--- src/rtl/adv7513_init_seq.sv ---
// ADV7513 power-up register programming sequencer.
// Waits for a stable hot-plug detect, then issues one 2-byte I2C write per ROM entry,
// retrying failed entries, and replays the whole table on every HPD re-assert.
module adv7513_init_seq #(
    parameter int unsigned NUM_REGS    = 25,
    parameter logic [6:0]  SLAVE_ADDR  = 7'h7A,
    parameter int unsigned POWERUP_CYC = 10_000_000,
    parameter int unsigned TIMEOUT_CYC = 2_500_000,
    parameter int unsigned MAX_RETRIES = 3,
    parameter int unsigned GAP_CYC     = 5_000
) (
    input  logic        clk_50,
    input  logic        reset,
    input  logic        hpd,
    output logic [7:0]  rom_index,
    input  logic [15:0] rom_data,
    output logic        i2c_start,
    output logic [6:0]  i2c_slave_addr,
    output logic [7:0]  i2c_byte0,
    output logic [7:0]  i2c_byte1,
    input  logic        i2c_done,
    input  logic        i2c_fail,
    output logic        init_done,
    output logic        init_error,
    output logic [7:0]  fail_count
);

    // One shared cycle counter serves power-up wait, ack timeout and inter-write gap.
    localparam int unsigned CYC_MAX = (POWERUP_CYC > TIMEOUT_CYC)
        ? ((POWERUP_CYC > GAP_CYC) ? POWERUP_CYC : GAP_CYC)
        : ((TIMEOUT_CYC > GAP_CYC) ? TIMEOUT_CYC : GAP_CYC);
    localparam int unsigned CNT_W   = $clog2(CYC_MAX) + 1;
    localparam int unsigned RTRY_W  = $clog2(MAX_RETRIES) + 1;

    localparam logic [3:0] S_IDLE     = 4'd0;
    localparam logic [3:0] S_WAIT_PWR = 4'd1;
    localparam logic [3:0] S_LOAD     = 4'd2;
    localparam logic [3:0] S_ISSUE    = 4'd3;
    localparam logic [3:0] S_WAIT_ACK = 4'd4;
    localparam logic [3:0] S_NEXT     = 4'd5;
    localparam logic [3:0] S_RETRY    = 4'd6;
    localparam logic [3:0] S_GAP      = 4'd7;
    localparam logic [3:0] S_DONE     = 4'd8;
    localparam logic [3:0] S_ERROR    = 4'd9;

    logic [3:0]        state_q, state_d;
    logic [CNT_W-1:0]  cnt_q, cnt_d;
    logic [RTRY_W-1:0] retry_q, retry_d;
    logic [7:0]        rom_index_q, rom_index_d;
    logic              start_q, start_d;
    logic [7:0]        byte0_q, byte0_d;
    logic [7:0]        byte1_q, byte1_d;
    logic              init_done_q, init_done_d;
    logic              init_error_q, init_error_d;
    logic [7:0]        fail_count_q, fail_count_d;
    logic              hpd_lost_q, hpd_lost_d;
    logic              hpd_meta_q, hpd_s_q;
    logic              lost;

    assign rom_index      = rom_index_q;
    assign i2c_start      = start_q;
    assign i2c_slave_addr = SLAVE_ADDR;
    assign i2c_byte0      = byte0_q;
    assign i2c_byte1      = byte1_q;
    assign init_done      = init_done_q;
    assign init_error     = init_error_q;
    assign fail_count     = fail_count_q;

    // Next-state and registered-output logic; i2c_start is set on the way into ISSUE so it is high only there.
    always_comb begin
        state_d      = state_q;
        cnt_d        = cnt_q;
        retry_d      = retry_q;
        rom_index_d  = rom_index_q;
        start_d      = 1'b0;
        byte0_d      = byte0_q;
        byte1_d      = byte1_q;
        fail_count_d = fail_count_q;
        hpd_lost_d   = hpd_lost_q;
        lost         = hpd_lost_q | ~hpd_s_q;

        case (state_q)
            S_IDLE: begin
                rom_index_d = 8'd0;
                retry_d     = '0;
                cnt_d       = '0;
                if (hpd_s_q) state_d = S_WAIT_PWR;
            end
            S_WAIT_PWR: begin
                if (!hpd_s_q)                                 state_d = S_IDLE;
                else if (cnt_q == CNT_W'(POWERUP_CYC - 1))    state_d = S_LOAD;
                else                                          cnt_d = cnt_q + CNT_W'(1);
            end
            S_LOAD: begin
                byte0_d = rom_data[15:8];
                byte1_d = rom_data[7:0];
                start_d = 1'b1;
                state_d = S_ISSUE;
            end
            S_ISSUE: begin
                cnt_d      = '0;
                hpd_lost_d = 1'b0;
                state_d    = S_WAIT_ACK;
            end
            S_WAIT_ACK: begin
                // An HPD drop never aborts the bus transaction; it only redirects the outcome to IDLE.
                hpd_lost_d = lost;
                if (i2c_fail || cnt_q == CNT_W'(TIMEOUT_CYC - 1)) state_d = lost ? S_IDLE : S_RETRY;
                else if (i2c_done)                                state_d = lost ? S_IDLE : S_NEXT;
                else                                              cnt_d = cnt_q + CNT_W'(1);
            end
            S_NEXT: begin
                retry_d = '0;
                cnt_d   = '0;
                if (rom_index_q == 8'(NUM_REGS - 1)) begin
                    state_d = S_DONE;
                end else begin
                    rom_index_d = rom_index_q + 8'd1;
                    state_d     = S_GAP;
                end
            end
            S_RETRY: begin
                cnt_d        = '0;
                fail_count_d = (fail_count_q == 8'hFF) ? 8'hFF : fail_count_q + 8'd1;
                if (retry_q == RTRY_W'(MAX_RETRIES)) begin
                    state_d = S_ERROR;
                end else begin
                    retry_d = retry_q + RTRY_W'(1);
                    state_d = S_GAP;
                end
            end
            S_GAP: begin
                if (!hpd_s_q)                             state_d = S_IDLE;
                else if (cnt_q == CNT_W'(GAP_CYC - 1))    state_d = S_LOAD;
                else                                      cnt_d = cnt_q + CNT_W'(1);
            end
            S_DONE: begin
                if (!hpd_s_q) state_d = S_IDLE;
            end
            S_ERROR: begin
                if (!hpd_s_q) state_d = S_IDLE;
            end
            default: state_d = S_IDLE;
        endcase

        init_done_d  = (state_d == S_DONE);
        init_error_d = (state_d == S_ERROR);
    end

    // State, output and HPD synchroniser registers with synchronous reset.
    always_ff @(posedge clk_50) begin
        if (reset) begin
            state_q      <= S_IDLE;
            cnt_q        <= '0;
            retry_q      <= '0;
            rom_index_q  <= 8'd0;
            start_q      <= 1'b0;
            byte0_q      <= 8'd0;
            byte1_q      <= 8'd0;
            init_done_q  <= 1'b0;
            init_error_q <= 1'b0;
            fail_count_q <= 8'd0;
            hpd_lost_q   <= 1'b0;
            hpd_meta_q   <= 1'b0;
            hpd_s_q      <= 1'b0;
        end else begin
            state_q      <= state_d;
            cnt_q        <= cnt_d;
            retry_q      <= retry_d;
            rom_index_q  <= rom_index_d;
            start_q      <= start_d;
            byte0_q      <= byte0_d;
            byte1_q      <= byte1_d;
            init_done_q  <= init_done_d;
            init_error_q <= init_error_d;
            fail_count_q <= fail_count_d;
            hpd_lost_q   <= hpd_lost_d;
            hpd_meta_q   <= hpd;
            hpd_s_q      <= hpd_meta_q;
        end
    end

endmodule
--- config.mk ---
export PLATFORM = sky130hd
export DESIGN_NAME = adv7513_init_seq
export DESIGN_NICKNAME = d
export VERILOG_FILES = /design/src/rtl/adv7513_init_seq.sv
export SDC_FILE = /design/constraint.sdc
export NUM_CORES = 1
export LEC_CHECK = 0
export CORE_MARGIN = 2
export CORE_UTILIZATION = 48
export DETAILED_ROUTE_END_ITERATION = 8
export HOLD_SLACK_MARGIN = 0.1
export PLACE_DENSITY = 0.76
export SLEW_MARGIN = 0
export SYNTH_ARGS = -nofsm -noshare
export SYNTH_HDL_FRONTEND = slang
export SYNTH_SLANG_ARGS = --single-unit
--- constraint.sdc ---
create_clock -name clk_50 -period 2.12 [get_ports clk_50]
set_clock_uncertainty 0.05 [all_clocks]
set_input_delay 0.212 -clock clk_50 [delete_from_list [all_inputs] [get_ports clk_50]]
set_output_delay 0.212 -clock clk_50 [all_outputs]
set_load 0.05 [all_outputs]
==> results.md, run 1 <==
* Status: finished, violations left
* Failing checks: negative setup slack
* CTS H-tree lvls at 3
* Drt drc at 0
* Psw at 0.618 mW
* RSZ-0062 raised after global routing: yes
* Synth top area cells: dfxtp_1, nand2_1, nor2_1, a21oi_1, xnor2_1
* Final Hold Viols at 0
* Number of antenna cells inserted at 0
* Yosys reg bits at 70
* Share of cells above drive strength 1 at 0.230
* Pin count of the biggest net entering global routing at 38
* Relative slew slack at 0.647
* Routed wire length per instance at 14.5 um
* Clk sinks at 70
* Top-area cell type share of the netlist area at 0.379
* Core Util, Final at 0.676
* Sw Ratio at 0.230
* Core Footprint at 0.00761 mm^2
* Min setup slack post-route at -0.0124 ns
* Final HPWL DP at 6.74 mm
* Yosys top cell by area: dfxtp_1
* Max Slew Vio Count at 0
* Clock Pin Slew Worst Setup and Hold Paths at 0.08 ns
* Ports at 63
* Cell area after placement at 0.00468 mm^2
* Leakage power at 1.89 nW
* Initial antenna violation count at 0
* Number of setup violations in the final report at 2
* Data required, critical path at 2.30 ns
* M1 GR Usage at 0.269
* Part of the power in combinational logic at 0.047
* Crit path DAT at 2.31 ns
* Fillers at 620
* Critical Path Start Type: register
* Count of cell types in the netlist at 65
* Routability Congestion at 0.949
* Clk Tree Root Cell: clkbuf_8
* Vias in the first global route at 3521
* Number of port buffers at 55
* Max Clock Freq at 0.469 GHz
* DRT Pass-1 Iters at 5
* CTS tree: built
* Die area at 0.00843 mm^2
* Final setup TNS at -0.0201 ns
* First-pass GRT wire length at 15.7 mm
* Via-per-instance ratio at 5.56
* Most common cell after layout, fill and taps aside: nand2_1
* GR Layer Usage met3 at 0.0509
* Synthesis-to-layout area growth at 38.9%
* Min Hold Slack at 0.353 ns
* Total gr overflow at 0
* Synth Warn # at 0
* Vias at 3661
* Final min period at 2.13 ns
* Starting density of the core at 0.487
* Max VDD drop at 0.385 mV
* Main synth FF type: dfxtp_1
* Setup CP Type: register to register
* Internal Pwr Total at 2.07 mW
* Synth Cell Area at 0.00370 mm^2
* HP Class: input pin to register
* Most frequent cells in the layout: nand2_1, dfxtp_1, clkdlybuf4s50_1
* Avg Inst Size Synth at 8.23 um^2
* Least-Margin Pin Slew at 0.528 ns
* Final ANT Viol Nets at 0
* Max clock buf depth at 2
* Pwr dens at 524 mW/mm^2
* Critical-path maximum fanout at 5
* Final WL at 9.58 mm
* Sequential Power Share at 0.490
* Crit. End Element: register
* Number of enable flip-flop cells after synthesis at 0
* Nets@finish at 579
* First DRT Iteration DRCs at 139
* Clock Latency Late Sink at 0.36 ns
* Fin area at 0.00514 mm^2
* Grt peak-use layer: met2
* Sequential area share after synthesis at 0.379
* Part of the cycle the worst path needs at 1.01
* Chip Height at 91.8 um
* Clk pwr share at 0.464
* Async SR Flop Fraction at 0
* Post-Syn Instances at 450
* Max-Cap Viols at 0
* CTS Buf Count at 9
* FP Rows at 32
* Place WS at -0.111 ns
* Total GRT Usage at 0.226
* Die W at 91.8 um
* GR Util met2 at 0.395
## path summary, 6_finish.rpt
check	start	end	slack, ns	depth (start not counted)
max reg2reg	cnt_q[16]	cnt_q[18]	-0.01	8
min reg2reg	hpd_meta_q	hpd_s_q	0.40	1
min	rom_data[10]	i2c_byte0[2]	0.35	3
max	cnt_q[16]	cnt_q[18]	-0.01	8
## power by group through the flow
stage | Combinational, mW | Sequential (mW) | Clock (mW)
after global routing | 0.135 | 1.32 | 1.32
after CTS | 0.124 | 1.32 | 1.26
after detailed placement | 0.123 | 1.35 | 0
after global placement | 0.122 | 1.35 | 0
final | 0.126 | 1.32 | 1.25
after floorplan | 0.0747 | 1.35 | 0
## final cells by class
| class | count | area, um^2 | area share |
|---|---|---|---|
| clock buffer | 10 | 138 | 0.0268 |
| timing repair buffer | 114 | 1060 | 0.207 |
| clock inverter | 6 | 93.8 | 0.0183 |
| sequential | 70 | 1420 | 0.275 |
| inverter | 8 | 30.0 | 0.00584 |
| tap | 102 | 128 | 0.0248 |
| multi-input combinational | 349 | 2270 | 0.442 |
## what timing repair did
action | 4_1_cts | 5_1_grt
hold buffers | 0 | 0
pin swaps | 5 | 17
hold endpoints to repair | 0 | 0
setup endpoints to repair | 19 | 28
gates cloned | 0 | 3
resized for setup | 6 | 26
setup buffers | 2 | 3
## cell usage after synthesis (all sizes together), types with 6 or more instances
cell	n
buf	18
nand2	64
xor2	7
inv	8
dfxtp	70
a21oi	38
nand4	16
ha	6
nand3	15
or4	8
clkbuf	11
mux2i	6
o31ai	11
nor3	11
and3	8
o21ai	9
nand2b	9
nor2	51
xnor2	13
nor4	9
## registers in the layout (all words and copies together) (netlist names)
name        flops
hpd_meta_q      1
cnt_q          25
hpd_s_q         1
retry_q         3
state_q         4
init_error      1
i2c_start       1
fail_count      8
i2c_byte0       8
rom_index       8
hpd_lost_q      1
init_done       1
i2c_byte1       8
## cells by family after synthesis
kind of cell               after synthesis  synth area share
AOI/OAI and AO/OA                       85             0.160
xor gates and xnor gates                20            0.0473
adders and majority gates                6            0.0203
buffers and inverters                   37            0.0591
DFF                                     70             0.379
muxes                                    6            0.0162
other                                    2           0.00203
and+or+nand+nor                        224             0.316
## critical path, stage by stage (launching register included)
cell,delay [ns]
dfxtp_2,0.34
nor4b_4,0.34
nand4_2,0.18
buf_6,0.16
o41ai_4,0.38
or2_4,0.24
clkbuf_16,0.15
or4_4,0.11
a21oi_2,0.05
## stage by stage
step,total power [mW],instances
2_1_floorplan,1.42,455
3_3_place_gp,1.47,635
3_5_place_dp,1.47,635
4_1_cts,2.70,653
5_1_grt,2.78,659
6_report,2.69,659
## layer usage
metal	share of wire	wire [um]
met2	0.49	4720
met3	0.060	574
met1	0.43	4090
met5	0	0
met4	0.021	198
Note: power is estimated with default switching activity, not from simulation.
==> run 2, diff against run 1 <==
- CORE_UTILIZATION: 48 -> 57
- DONT_BUFFER_PORTS: default -> 1
- GPL_ROUTABILITY_DRIVEN: default -> 0
- PLACE_DENSITY: 0.76 -> 0.75
==> run 2 against run 1 <==
Net effect:
- maximum frequency about the same
- wire length rose by 7.2%
- sequential share of layout area grew 2.5 points
- highest routed layer unchanged
- cell area fell by 8.1%
- cell count down 8.0%
- the run still ends with negative setup slack left
- flip-flop and latch count is the same
==> results.md, run 2 (synthesized netlist as in run 1, its figures left out) <==
* Cell area after placement at 0.00416 mm^2 (was 0.00468 mm^2)
* Least-Margin Pin Slew at 0.550 ns (was 0.528 ns)
* Post-Layout Cell Count at 606 (was 659)
* FP Rows at 29 (was 32)
* Max Clock Freq at 0.469 GHz (about the same)
* Final min period at 2.13 ns (about the same)
* Min Hold Slack at 0.167 ns (was 0.353 ns)
* Clock Pin Slew Worst Setup and Hold Paths at 0.08 ns (about the same)
* Max-Cap Viols at 0 (unchanged)
* Vias in the first global route at 3539 (was 3521)
* Number of antenna cells inserted at 0 (unchanged)
* Chip Height at 84.6 um (was 91.8 um)
* Most common cell after layout, fill and taps aside: buf_4 (was nand2_1)
* First-pass GRT wire length at 16.7 mm (was 15.7 mm)
* Register name with the most flops: cnt_q (unchanged)
* Clk sinks at 70 (unchanged)
* Critical-path maximum fanout at 9 (was 5)
* CTS tree: built (unchanged)
* First DRT Iteration DRCs at 208 (was 139)
* Relative slew slack at 0.633 (was 0.647)
* Number of port buffers at 0 (was 55)
* Leakage power at 1.77 nW (was 1.89 nW)
* Total gr overflow at 0 (unchanged)
* Number of flip-flops in the largest register at 25 (unchanged)
* Part of the cycle the worst path needs at 1.01 (about the same)
* Crit path DAT at 2.37 ns (was 2.31 ns)
* Final Hold Viols at 0 (unchanged)
* Die area at 0.00716 mm^2 (was 0.00843 mm^2)
* Starting density of the core at 0.586 (was 0.487)
* Synthesis-to-layout area growth at 27.6% (was 38.9%)
* Max clock buf depth at 2 (unchanged)
* Data required, critical path at 2.36 ns (was 2.30 ns)
* Via-per-instance ratio at 5.98 (was 5.56)
* Pwr dens at 562 mW/mm^2 (was 524 mW/mm^2)
* Total GRT Usage at 0.289 (was 0.226)
* Max Slew Vio Count at 0 (unchanged)
* CP Launch Point: cnt_q[1] (was cnt_q[16])
* Initial antenna violation count at 0 (unchanged)
* Routed wire length per instance at 16.9 um (was 14.5 um)
* Failing checks: negative setup slack (unchanged)
* Core Footprint at 0.00631 mm^2 (was 0.00761 mm^2)
* Pin count of the biggest net entering global routing at 38 (unchanged)
* CP max stage delay at 0.50 ns (was 0.38 ns)
* Fin area at 0.00473 mm^2 (was 0.00514 mm^2)
* Vias at 3622 (was 3661)
* Min setup slack post-route at -0.0112 ns (was -0.0124 ns)
* Hold wc startpoint: reset (was rom_data[10])
* CP Cell Sequence: ha_4 > nor4b_4 > nand4_1 > o32ai_4 > or2_4 > buf_12 > or4_1 > a21oi_1 (was nor4b_4 > nand4_2 > buf_6 > o41ai_4 > or2_4 > clkbuf_16 > or4_4 > a21oi_2)
* CTS Buf Count at 9 (unchanged)
* Drt drc at 0 (unchanged)
* Setup CP Type: register to register (unchanged)
* Most frequent cells in the layout: buf_4, nand2_1, dfxtp_1 (was nand2_1, dfxtp_1, clkdlybuf4s50_1)
* CTS H-tree lvls at 3 (unchanged)
* Worst r2r src: cnt_q[1] (was cnt_q[16])
* HP Class: input pin to register (unchanged)
* Final WL at 10.3 mm (was 9.58 mm)
* DRT Pass-1 Iters at 5 (unchanged)
* Status: finished, violations left (unchanged)
* Share of cells above drive strength 1 at 0.244 (was 0.230)
* RSZ-0062 raised after global routing: yes (unchanged)
* Max VDD drop at 0.581 mV (was 0.385 mV)
* Crit. End Element: register (unchanged)
* Nets@finish at 551 (was 579)
* Final setup TNS at -0.0112 ns (was -0.0201 ns)
* Number of setup violations in the final report at 1 (was 2)
* Placed cells at 566 (was 635)
* PnR Total Power at 2.66 mW (was 2.69 mW)
* Critical Path Start Type: register (unchanged)
* Clk Tree Root Cell: clkbuf_8 (unchanged)
* Slowest-stage cell, CP: or4_1 (was o41ai_4)
* Final ANT Viol Nets at 0 (unchanged)
* Final HPWL DP at 6.37 mm (was 6.74 mm)
* Die W at 84.6 um (was 91.8 um)
* Clock Latency Late Sink at 0.36 ns (about the same)
* Ports at 63 (unchanged)
[run 2: timing repair]
item                                   4_1_cts  5_1_grt
gates resized for setup                      4       19
gates cloned                                 0        1
setup endpoints to repair                   13       26
hold buffers                                21        0
setup buffers                                0        2
endpoints found under the hold margin       44        0
pin swaps                                    2        9
[run 2: final cells by class]
cell class	count	area (um^2)
fillers	423	1590
flip-flops and latches	70	1420
inverters	8	30.0
clock inverters	7	97.6
multi-input cells	348	2210
well taps	77	96.3
repair buffers	87	746
clock buffers	9	124
[run 2: critical path, delay by kind of cell, from the launching register on]
kind | cells | cell delay [ns]
AO/OA/AOI/OAI | 2 | 0.29
adder cells (fa/ha/maj) | 1 | 0.16
buffers and inverters | 1 | 0.14
flip-flops | 1 | 0.36
AND/OR/NAND/NOR | 4 | 1.06
[run 2: path summary, 6_finish.rpt]
path	to	slack, ns	depth (start not counted)
setup reg to reg	cnt_q[19]	-0.01	8
hold / removal	cnt_q[0]	0.17	3
hold reg to reg	hpd_s_q	0.39	1
setup / recovery	cnt_q[19]	-0.01	8
[run 2: layer usage]
metal	wire length, um	global-route usage
met4	395	0.150
met2	5090	0.480
met1	4130	0.348
met3	658	0.0698
met5	0	0
[run 2: power breakdown]
group          internal [mW]  switching [mW]
sequential              1.31         0.00318
clock                  0.666           0.554
combinational         0.0491          0.0708
[run 2: per-stage QoR]
stage                     setup slack [ns]  utilization
after global placement             -0.0890        0.660
after detailed placement            -0.173        0.660
after floorplan                    0.00353            -
after global routing               -0.0765        0.749
final                              -0.0112        0.749
after CTS                           0.0104        0.732
